`src/rtl/lane_fifo_if.sv`:
```
// lane_fifo_if: multi-lane write/read handshake bundle for lane_fifo
interface lane_fifo_if #(
  parameter int DATA_WIDTH = 8,
  parameter int DEPTH      = 8,
  parameter int MAX_WR     = 4,
  parameter int MAX_RD     = 2
);
  localparam int WCW = $clog2(MAX_WR + 1);
  localparam int RCW = $clog2(MAX_RD + 1);
  localparam int LW  = $clog2(DEPTH + 1);
  logic [DATA_WIDTH-1:0] data_in [MAX_WR];
  logic [WCW-1:0]        wr_count;
  logic                  write_enable;
  logic                  read_enable;
  logic [RCW-1:0]        rd_count;
  logic [DATA_WIDTH-1:0] data_out [MAX_RD];
  logic                  valid;
  logic                  ready;
  logic                  full;
  logic                  empty;
  logic [LW-1:0]         level;
  logic                  overflow;
  logic                  underflow;
  modport master (
    output data_in, wr_count, write_enable, read_enable, rd_count,
    input  data_out, valid, ready, full, empty, level, overflow, underflow
  );
  modport slave (
    input  data_in, wr_count, write_enable, read_enable, rd_count,
    output data_out, valid, ready, full, empty, level, overflow, underflow
  );
endinterface

```
`src/rtl/lane_fifo.sv`:
```
// lane_fifo: circular FIFO accepting up to MAX_WR writes and MAX_RD reads per cycle
module lane_fifo #(
  parameter int DATA_WIDTH = 8,
  parameter int DEPTH      = 8,
  parameter int MAX_WR     = 4,
  parameter int MAX_RD     = 2
) (
  input logic       clk,
  input logic       rst,
  lane_fifo_if.slave bus
);
  localparam int PW = $clog2(DEPTH);
  localparam int LW = $clog2(DEPTH + 1);
  logic [DATA_WIDTH-1:0] mem [DEPTH];
  logic [PW-1:0]         wr_ptr, rd_ptr;
  logic [LW-1:0]         lvl;
  logic                  wr_ok, rd_ok;
  function automatic logic [PW-1:0] wrap(int p);
    return PW'(p >= DEPTH ? p - DEPTH : p);
  endfunction
  // acceptance uses start-of-cycle level only, so same-cycle traffic never helps
  assign wr_ok = bus.write_enable && int'(bus.wr_count) <= MAX_WR && int'(bus.wr_count) <= DEPTH - int'(lvl);
  assign rd_ok = bus.read_enable && int'(bus.rd_count) <= MAX_RD && int'(bus.rd_count) <= int'(lvl);
  assign bus.level = lvl;
  assign bus.full  = int'(lvl) == DEPTH;
  assign bus.empty = lvl == '0;
  assign bus.ready = int'(lvl) <= DEPTH - MAX_WR;
  always_ff @(posedge clk)
    if (!rst && wr_ok)
      for (int i = 0; i < MAX_WR; i++)
        if (i < int'(bus.wr_count)) mem[wrap(int'(wr_ptr) + i)] <= bus.data_in[i];
  always_ff @(posedge clk) begin
    if (rst) begin
      wr_ptr        <= '0;
      rd_ptr        <= '0;
      lvl           <= '0;
      bus.data_out  <= '{default: '0};
      bus.valid     <= 1'b0;
      bus.overflow  <= 1'b0;
      bus.underflow <= 1'b0;
    end else begin
      if (wr_ok) wr_ptr <= wrap(int'(wr_ptr) + int'(bus.wr_count));
      if (rd_ok) rd_ptr <= wrap(int'(rd_ptr) + int'(bus.rd_count));
      if (rd_ok && bus.rd_count != '0)
        for (int i = 0; i < MAX_RD; i++)
          bus.data_out[i] <= i < int'(bus.rd_count) ? mem[wrap(int'(rd_ptr) + i)] : '0;
      bus.valid     <= rd_ok && bus.rd_count != '0;
      lvl           <= LW'(int'(lvl) + (wr_ok ? int'(bus.wr_count) : 0) - (rd_ok ? int'(bus.rd_count) : 0));
      bus.overflow  <= bus.overflow | (bus.write_enable && !wr_ok);
      bus.underflow <= bus.underflow | (bus.read_enable && !rd_ok);
    end
  end
endmodule

```
`src/flat_wrapper.sv`:
```
// flat-port wrapper written by rule: the top's interface ports become plain ports
module lane_fifo_flat 
#(
  parameter int DATA_WIDTH = 8,
  parameter int DEPTH      = 8,
  parameter int MAX_WR     = 4,
  parameter int MAX_RD     = 2
)
  (clk, rst, bus_data_in, bus_wr_count, bus_write_enable, bus_read_enable, bus_rd_count, bus_data_out, bus_valid, bus_ready, bus_full, bus_empty, bus_level, bus_overflow, bus_underflow);
  lane_fifo_if #(.DATA_WIDTH(DATA_WIDTH), .DEPTH(DEPTH), .MAX_WR(MAX_WR), .MAX_RD(MAX_RD)) bus_i ();
  input logic clk;
  input logic rst;
  input wire logic [$bits(bus_i.data_in)-1:0] bus_data_in;
  input wire logic [$bits(bus_i.wr_count)-1:0] bus_wr_count;
  input wire logic [$bits(bus_i.write_enable)-1:0] bus_write_enable;
  input wire logic [$bits(bus_i.read_enable)-1:0] bus_read_enable;
  input wire logic [$bits(bus_i.rd_count)-1:0] bus_rd_count;
  output wire logic [$bits(bus_i.data_out)-1:0] bus_data_out;
  output wire logic [$bits(bus_i.valid)-1:0] bus_valid;
  output wire logic [$bits(bus_i.ready)-1:0] bus_ready;
  output wire logic [$bits(bus_i.full)-1:0] bus_full;
  output wire logic [$bits(bus_i.empty)-1:0] bus_empty;
  output wire logic [$bits(bus_i.level)-1:0] bus_level;
  output wire logic [$bits(bus_i.overflow)-1:0] bus_overflow;
  output wire logic [$bits(bus_i.underflow)-1:0] bus_underflow;
  assign bus_i.data_in = {>>{bus_data_in}};
  assign bus_i.wr_count = bus_wr_count;
  assign bus_i.write_enable = bus_write_enable;
  assign bus_i.read_enable = bus_read_enable;
  assign bus_i.rd_count = bus_rd_count;
  assign bus_data_out = {>>{bus_i.data_out}};
  assign bus_valid = bus_i.valid;
  assign bus_ready = bus_i.ready;
  assign bus_full = bus_i.full;
  assign bus_empty = bus_i.empty;
  assign bus_level = bus_i.level;
  assign bus_overflow = bus_i.overflow;
  assign bus_underflow = bus_i.underflow;
  lane_fifo #(.DATA_WIDTH(DATA_WIDTH), .DEPTH(DEPTH), .MAX_WR(MAX_WR), .MAX_RD(MAX_RD)) u_core (.clk(clk), .rst(rst), .bus(bus_i));
endmodule
```
`config.mk`:
```
export PLATFORM = sky130hd
export DESIGN_NAME = lane_fifo_flat
export DESIGN_NICKNAME = d
export VERILOG_FILES = /design/src/rtl/lane_fifo_if.sv /design/src/rtl/lane_fifo.sv /design/src/flat_wrapper.sv
export SDC_FILE = /design/constraint.sdc
export NUM_CORES = 1
export LEC_CHECK = 0
export ABC_AREA = 1
export CORE_MARGIN = 4
export CORE_UTILIZATION = 25
export CTS_BUF_LIST = sky130_fd_sc_hd__clkbuf_16
export DETAILED_ROUTE_END_ITERATION = 6
export GPL_ROUTABILITY_DRIVEN = 0
export RECOVER_POWER = 25
export SLEW_MARGIN = 20
export SYNTH_ARGS = -nofsm -noshare
export SYNTH_HDL_FRONTEND = slang
export SYNTH_SLANG_ARGS = --single-unit
export TNS_END_PERCENT = 10
```
`constraint.sdc`:
```
create_clock -name clk -period 3.4 [get_ports clk]
set_input_delay 0.68 -clock clk [delete_from_list [all_inputs] [get_ports clk]]
set_output_delay 0.68 -clock clk [all_outputs]
set_load 0.05 [all_outputs]
```
==> results of run 1 <==
## synthesized netlist by cell type
master     count
nand4_2        4
or2_2          1
o2111ai_1      1
buf_2         10
a21oi_1      113
o21ai_0       92
nand4_4        1
nor2_1       110
o211ai_1      23
a21boi_0       1
inv_1        155
buf_1          5
nand2_2        2
inv_2          5
fa_1           4
dfxtp_1       29
clkbuf_1      32
clkinv_1       3
nand4_1        5
nor2_2        11
a21oi_2        1
xnor2_1        2
nand3_1      155
edfxtp_1      64
nand2_1      309
xor2_1         2
nor3_1         9
a21o_1         1
nor2_4         1
ha_1          16
## worst max-delay path: cells and delay by family (launching register included)
kind            cells  cell delay [ps]
compound gates      5              720
fa+ha+maj           4             1210
buf+inv             3              200
flops               1              380
simple gates        7              550
## layout make-up
class	instances	area [um2]	area share
clock inverters	7	76.3	0.00830
multi-input cells	864	4160	0.452
flip-flops and latches	93	2510	0.273
clock buffers	9	225	0.0245
inverters	163	612	0.0665
repair buffers	122	1140	0.124
well taps	384	480	0.0522
## worst max-delay path by stage
stage	startpoint	end	slack, ps	cells past startpoint
after floorplan	u_core.bus.level[1]$_SDFF_PP0_	u_core.bus.level[3]$_SDFF_PP0_	10	19
after global placement	bus_rd_count[1]	u_core.bus.level[3]$_SDFF_PP0_	4	14
after detailed placement	bus_rd_count[1]	u_core.bus.level[3]$_SDFF_PP0_	-70	14
after CTS	u_core.bus.level[0]$_SDFF_PP0_	u_core.bus.level[3]$_SDFF_PP0_	150	18
after global routing	u_core.bus.level[0]$_SDFF_PP0_	u_core.bus.level[3]$_SDFF_PP0_	30	19
final	u_core.bus.level[0]$_SDFF_PP0_	u_core.bus.level[3]$_SDFF_PP0_	260	19
## placed cells by master (no fill, tap or decap), types with 2 or more instances in the layout
cell / count
ha_1: 15
clkbuf_16: 9
nor2_2: 10
nand2_1: 308
buf_12: 5
xnor2_1: 2
nand2_2: 3
fa_1: 4
clkinv_1: 3
dlygate4sd3_1: 25
dfxtp_1: 27
nand4_1: 5
inv_2: 5
a21oi_1: 114
o21ai_0: 92
nand3_1: 155
inv_8: 3
inv_1: 155
inv_6: 2
nand4_2: 4
o211ai_1: 23
xor2_1: 2
nor2_1: 110
buf_4: 48
nor2_4: 2
nor3_1: 9
edfxtp_1: 64
clkdlybuf4s50_1: 41
## kinds of logic (layout without fill, tap and decap cells)
group                    after synthesis  count (layout)  synth area share
AND/OR/NAND/NOR                      608             608             0.349
AO/OA/AOI/OAI                        232             232             0.165
buffers and inverters                210             301             0.108
flip-flops                            93              93             0.336
adder cells (fa/ha/maj)               20              20            0.0376
XOR/XNOR                               4               4           0.00471
## metrics by stage
step | worst slack [ps] | cell area, um2 | power [W]
after global placement | 4.29 | 8880 | 0.00441
after global routing | 34.5 | 9200 | 0.00587
after CTS | 149 | 9180 | 0.00550
after detailed placement | -67.4 | 8880 | 0.00446
after floorplan | 11.5 | 7450 | 0.00345
final | 260 | 9200 | 0.00550
## where the power goes
part | internal [W] | switching [W] | leakage (nW)
Combinational | 0.000932 | 0.00199 | 3.18
Clock | 0.000525 | 0.000509 | 0.149
Sequential | 0.00142 | 0.000117 | 0.817
## repair_timing
item	4_1_cts	5_1_grt
resized for setup	0	3
endpoints found under the hold margin	0	0
setup buffers	0	1
endpoints found under the setup margin	0	19
## metal layers
layer	up-vias	global-route usage	routed length (um)
met5	-	0	0
met4	0	0.0659	1340
met3	81	0.0275	2050
met2	399	0.249	11800
met1	3666	0.232	12600
li1	4011	-	-
## state kept, by name, indices dropped and copies added (netlist names)
name,cells
u_core.mem,64
u_core.bus.valid,1
u_core.bus.overflow,1
u_core.rd_ptr,3
u_core.wr_ptr,3
u_core.bus.data_out,16
u_core.bus.underflow,1
u_core.bus.level,4
==> flow_summary.json, run 1 <==
{
  "end_kind": "flip-flop",
  "area_growth_pct": 23.5,
  "crit_fanout": 5,
  "crit_required_ps": 3690,
  "root_buffer": "clkbuf_16",
  "start_util": 0.257,
  "fin_nets": 1314,
  "grt_max_degree": 67,
  "worstSetupPathType": "reg2reg",
  "die_height_um": 181,
  "power.density_mw_per_mm2": 598,
  "finalClockSkew_ps": 15.9,
  "synth_seq_cells": 93,
  "die_width_um": 181,
  "maxCapViolCount": 0,
  "r2r_slack_ps": 260,
  "rr_startpoint": "u_core.bus.level[0]$_SDFF_PP0_",
  "fin_crit_ps": 3140,
  "antenna_cells": 0,
  "grt_pass1_wl_mm": 42.4,
  "finalCritPeriodShare": 0.923,
  "route.detailed.drc": 0,
  "maxSlewViolCount": 0,
  "p_leak_nw": 4.14,
  "peakVddDrop_v": 0.000246,
  "antenna_found_initial": 0,
  "cp_cell_sequence": "inv_1 > ha_1 > inv_1 > nand2_1 > nand2_1 > ha_4 > a21oi_1 > nand2_1 > nand2_1 > nor2_1 > nor2_1 > nand2_1 > fa_1 > inv_1 > ha_1 > a21o_1 > a21oi_1 > o21ai_0 > a21oi_1",
  "syn_avg_cell_area_um2": 6.38,
  "synthTopCellsByArea": "edfxtp_1, nand2_1, nand3_1, inv_1, dfxtp_1",
  "clock_sinks": 93,
  "numPortBuffers": 66,
  "grt_pass1_vias": 7297,
  "fin_setup_tns_ps": 0,
  "finish.utilization": 0.317,
  "syn_nets": 1228,
  "postCtsHoldBufs": 0,
  "nFillCells": 3183,
  "regToRegEndpoint": "u_core.bus.level[3]$_SDFF_PP0_",
  "path_clk_slew_ps": 80,
  "synth_warnings": 0,
  "cp_common_cell": "nand2_1",
  "dieArea_mm2": 0.0326,
  "clockBufferDepth": 2,
  "setup_violations": 0,
  "avgViaCountPerCell": 4.97,
  "vias": 8157,
  "tritoncts": "yes",
  "drt-pass1-iter-count": 5,
  "max_freq_ghz": 0.318,
  "grt_usage": 0.164,
  "worstPathArrival_ps": 3430,
  "drive_gt1_frac": 0.0795,
  "hold_path_end": "u_core.bus.data_out[14]$_SDFFE_PP0P_",
  "drtIter0Drc": 942,
  "netlist_area_mm2": 0.00744,
  "worstMarginPinSlew_ps": 1100,
  "avgRoutedWirePerCell_um": 16.9,
  "gr-total-overflow": 0,
  "ios": 67,
  "yosysSeqAreaShare": 0.336,
  "hold_viol": 0,
  "wl_mm": 27.8,
  "cts_buffers": 9,
  "hold_ws_ps": 462,
  "cp_slowest_cell": "fa_1",
  "ant_nets": 0,
  "hp-start": "u_core.bus.data_out[14]$_SDFFE_PP0P_",
  "worstHoldPathType": "reg2reg",
  "maxSlewHeadroom": 0.266,
  "rsz0062_at_grt": "false",
  "hpwl_mm": 22.2,
  "stdcell_count": 1642,
  "yosys.area.top_type_share": 0.258,
  "insertion_delay_ps": 360,
  "worstRegToRegCells": 19,
  "yosysTopAreaCell": "edfxtp_1",
  "coreArea_mm2": 0.0290,
  "htreeDepth": 3,
  "cpPeakStageDelay_ps": 490,
  "startpoint_type": "flip-flop",
  "synthCells": 1167,
  "std_cell_rows": 62,
  "holdPathStages": 2,
  "dp_cells": 1625,
  "ys_types": 30,
  "status": "complete, no violations"
}
Power figures use the tool's default switching activity.
==> run 2: changes to the inputs <==
--- a/config.mk
+++ b/config.mk
@@ -8,7 +8,6 @@
 export ABC_AREA = 1
 export CORE_MARGIN = 4
 export CORE_UTILIZATION = 25
-export CTS_BUF_LIST = sky130_fd_sc_hd__clkbuf_16
 export DETAILED_ROUTE_END_ITERATION = 6
 export GPL_ROUTABILITY_DRIVEN = 0
 export RECOVER_POWER = 25
==> results of run 2 <==
The final DEF is identical to that of run 1; final timing and power are the same.
==> run 3: changes to the inputs <==
--- a/config.mk
+++ b/config.mk
@@ -6,8 +6,10 @@
 export NUM_CORES = 1
 export LEC_CHECK = 0
 export ABC_AREA = 1
+export CORE_ASPECT_RATIO = 0.75
 export CORE_MARGIN = 4
 export CORE_UTILIZATION = 25
+export CTS_CLUSTER_DIAMETER = 120
 export DETAILED_ROUTE_END_ITERATION = 6
 export GPL_ROUTABILITY_DRIVEN = 0
 export RECOVER_POWER = 25
==> flow_summary.json, run 3 (same netlist as run 1, synthesis figures left out) <==
{
  "htreeDepth": 3,
  "root_buffer": "clkbuf_16",
  "startpoint_type": "flip-flop",
  "postCtsHoldBufs": 0,
  "layout_common_cells": "nand2_1, inv_1, nand3_1, a21oi_1, nor2_1",
  "switchingPower_w": 0.00265,
  "setup_violations": 0,
  "crit_fanout": 5,
  "largest_register_ff_count": 64,
  "grt_pass1_wl_mm": 44.9,
  "maxSlewHeadroom": 0.236,
  "ant_nets": 0,
  "gr-total-overflow": 0,
  "p_leak_nw": 4.17,
  "insertion_delay_ps": 360,
  "drt-pass1-iter-count": 6,
  "worstMarginPinSlew_ps": 1150,
  "intPower_w": 0.00290,
  "wl_mm": 29.7,
  "final_common_cell": "nand2_1",
  "clockBufferDepth": 2,
  "crit_required_ps": 3690,
  "hpwl_mm": 23.4,
  "tritoncts": "yes",
  "antenna_found_initial": 0,
  "finalCritPeriodShare": 0.928,
  "seqPwrFrac": 0.281,
  "worstPathArrival_ps": 3450,
  "clkPwrFrac": 0.181,
  "peakVddDrop_v": 0.000279,
  "drive_gt1_frac": 0.0894,
  "cts_buffers": 9,
  "hold_viol": 0,
  "worstSetupPathType": "reg2reg",
  "avgRoutedWirePerCell_um": 18.0,
  "start_util": 0.255,
  "max_freq_ghz": 0.317,
  "finish.utilization": 0.318,
  "drtIter0Drc": 1639,
  "path_clk_slew_ps": 70,
  "fin_crit_ps": 3160,
  "clock_sinks": 93,
  "numPortBuffers": 66,
  "vias": 8337,
  "maxCapViolCount": 0,
  "area_growth_pct": 24.8,
  "rsz0062_at_grt": "false",
  "maxSlewViolCount": 0,
  "regMostFlops": "u_core.mem",
  "ios": 67,
  "grt_max_degree": 67,
  "p_sw_frac": 0.477,
  "end_kind": "flip-flop",
  "die_width_um": 207,
  "power.density_mw_per_mm2": 597,
  "fin_setup_tns_ps": 0,
  "status": "complete, no violations",
  "antenna_cells": 0,
  "route.detailed.drc": 0,
  "fin_nets": 1320,
  "finalClockSkew_ps": 14.3,
  "dieArea_mm2": 0.0326,
  "std_cell_rows": 54,
  "power_frac_comb": 0.538,
  "post-route-cell-area_mm2": 0.00929,
  "placed_area_mm2": 0.00895,
  "worstHoldPathType": "reg2reg",
  "grt_pass1_vias": 7261,
  "die_height_um": 157,
  "grt_usage": 0.178,
  "hold_ws_ps": 460,
  "coreArea_mm2": 0.0292,
  "avgViaCountPerCell": 5.03
}
## run 3: cell types whose count changed in the layout (fill, tap and decap cells not counted), moves of 2 or more
cell        previous run  this run
nand2_1              308       306
a21oi_1              114       112
a21oi_2                0         2
clkinvlp_4             0         2
buf_12                 5         7
buf_4                 48        53
nand2_2                3         5
## run 3: cell type report
type,instances,area [um2]
Clock buffer,9,225
Clock inverter,7,63.8
Fill cell,3188,19900
Inverter,163,612
Multi-Input combinational cell,864,4180
Sequential cell,93,2510
Tap cell,392,490
Timing Repair Buffer,128,1210
## run 3: critical path: stages (launching register included)
cell and delay (ps):
dfxtp_4 400, inv_1 80, ha_1 220, inv_1 70
nand2_1 50, nand2_1 120, ha_4 230, a21oi_2 130
nand2_1 60, nand2_1 60, nor2_1 40, nor2_1 110
nand2_1 120, fa_1 490, inv_1 70, ha_1 290
a21o_1 180, a21oi_1 150, o21ai_0 90, a21oi_1 120
## run 3: final timing paths
| kind | startpoint | to | slack [ps] | depth (start not counted) |
|---|---|---|---|---|
| max | u_core.bus.level[0]$_SDFF_PP0_ | u_core.bus.level[3]$_SDFF_PP0_ | 240 | 19 |
| min reg2reg | u_core.bus.data_out[12]$_SDFFE_PP0P_ | u_core.bus.data_out[12]$_SDFFE_PP0P_ | 460 | 2 |
| max reg2reg | u_core.bus.level[0]$_SDFF_PP0_ | u_core.bus.level[3]$_SDFF_PP0_ | 240 | 19 |
| min | u_core.bus.data_out[12]$_SDFFE_PP0P_ | u_core.bus.data_out[12]$_SDFFE_PP0P_ | 460 | 2 |
## run 3: what timing repair did
| item | in CTS | in global routing |
|---|---|---|
| setup endpoints to repair | 0 | 65 |
| buffers inserted | 0 | 2 |
| resized for setup | 0 | 10 |
## run 3: power by group through the flow
stage | clock, W | combinational, W | sequential, W
CTS | 0.00102 | 0.00290 | 0.00156
global placement | 0 | 0.00286 | 0.00158
detailed placement | 0 | 0.00289 | 0.00158
global route | 0.00107 | 0.00328 | 0.00157
floorplan | 0 | 0.00173 | 0.00172
finish | 0.00100 | 0.00298 | 0.00156
## run 3: metal layers
metal | part of all wire | GRT usage
met1 | 0.48 | 0.274
met4 | 0.015 | 0.0334
met5 | 0 | 0
met3 | 0.11 | 0.0508
met2 | 0.39 | 0.245
## run 3: through the flow
stage / cells / total power, W / setup slack [ps]
final: 1656 / 0.00555 / 244
after global placement: 1638 / 0.00444 / -35.0
after global routing: 1656 / 0.00593 / 59.3
after floorplan: 1167 / 0.00345 / 11.5
after CTS: 1654 / 0.00548 / 117
after detailed placement: 1638 / 0.00447 / -85.4
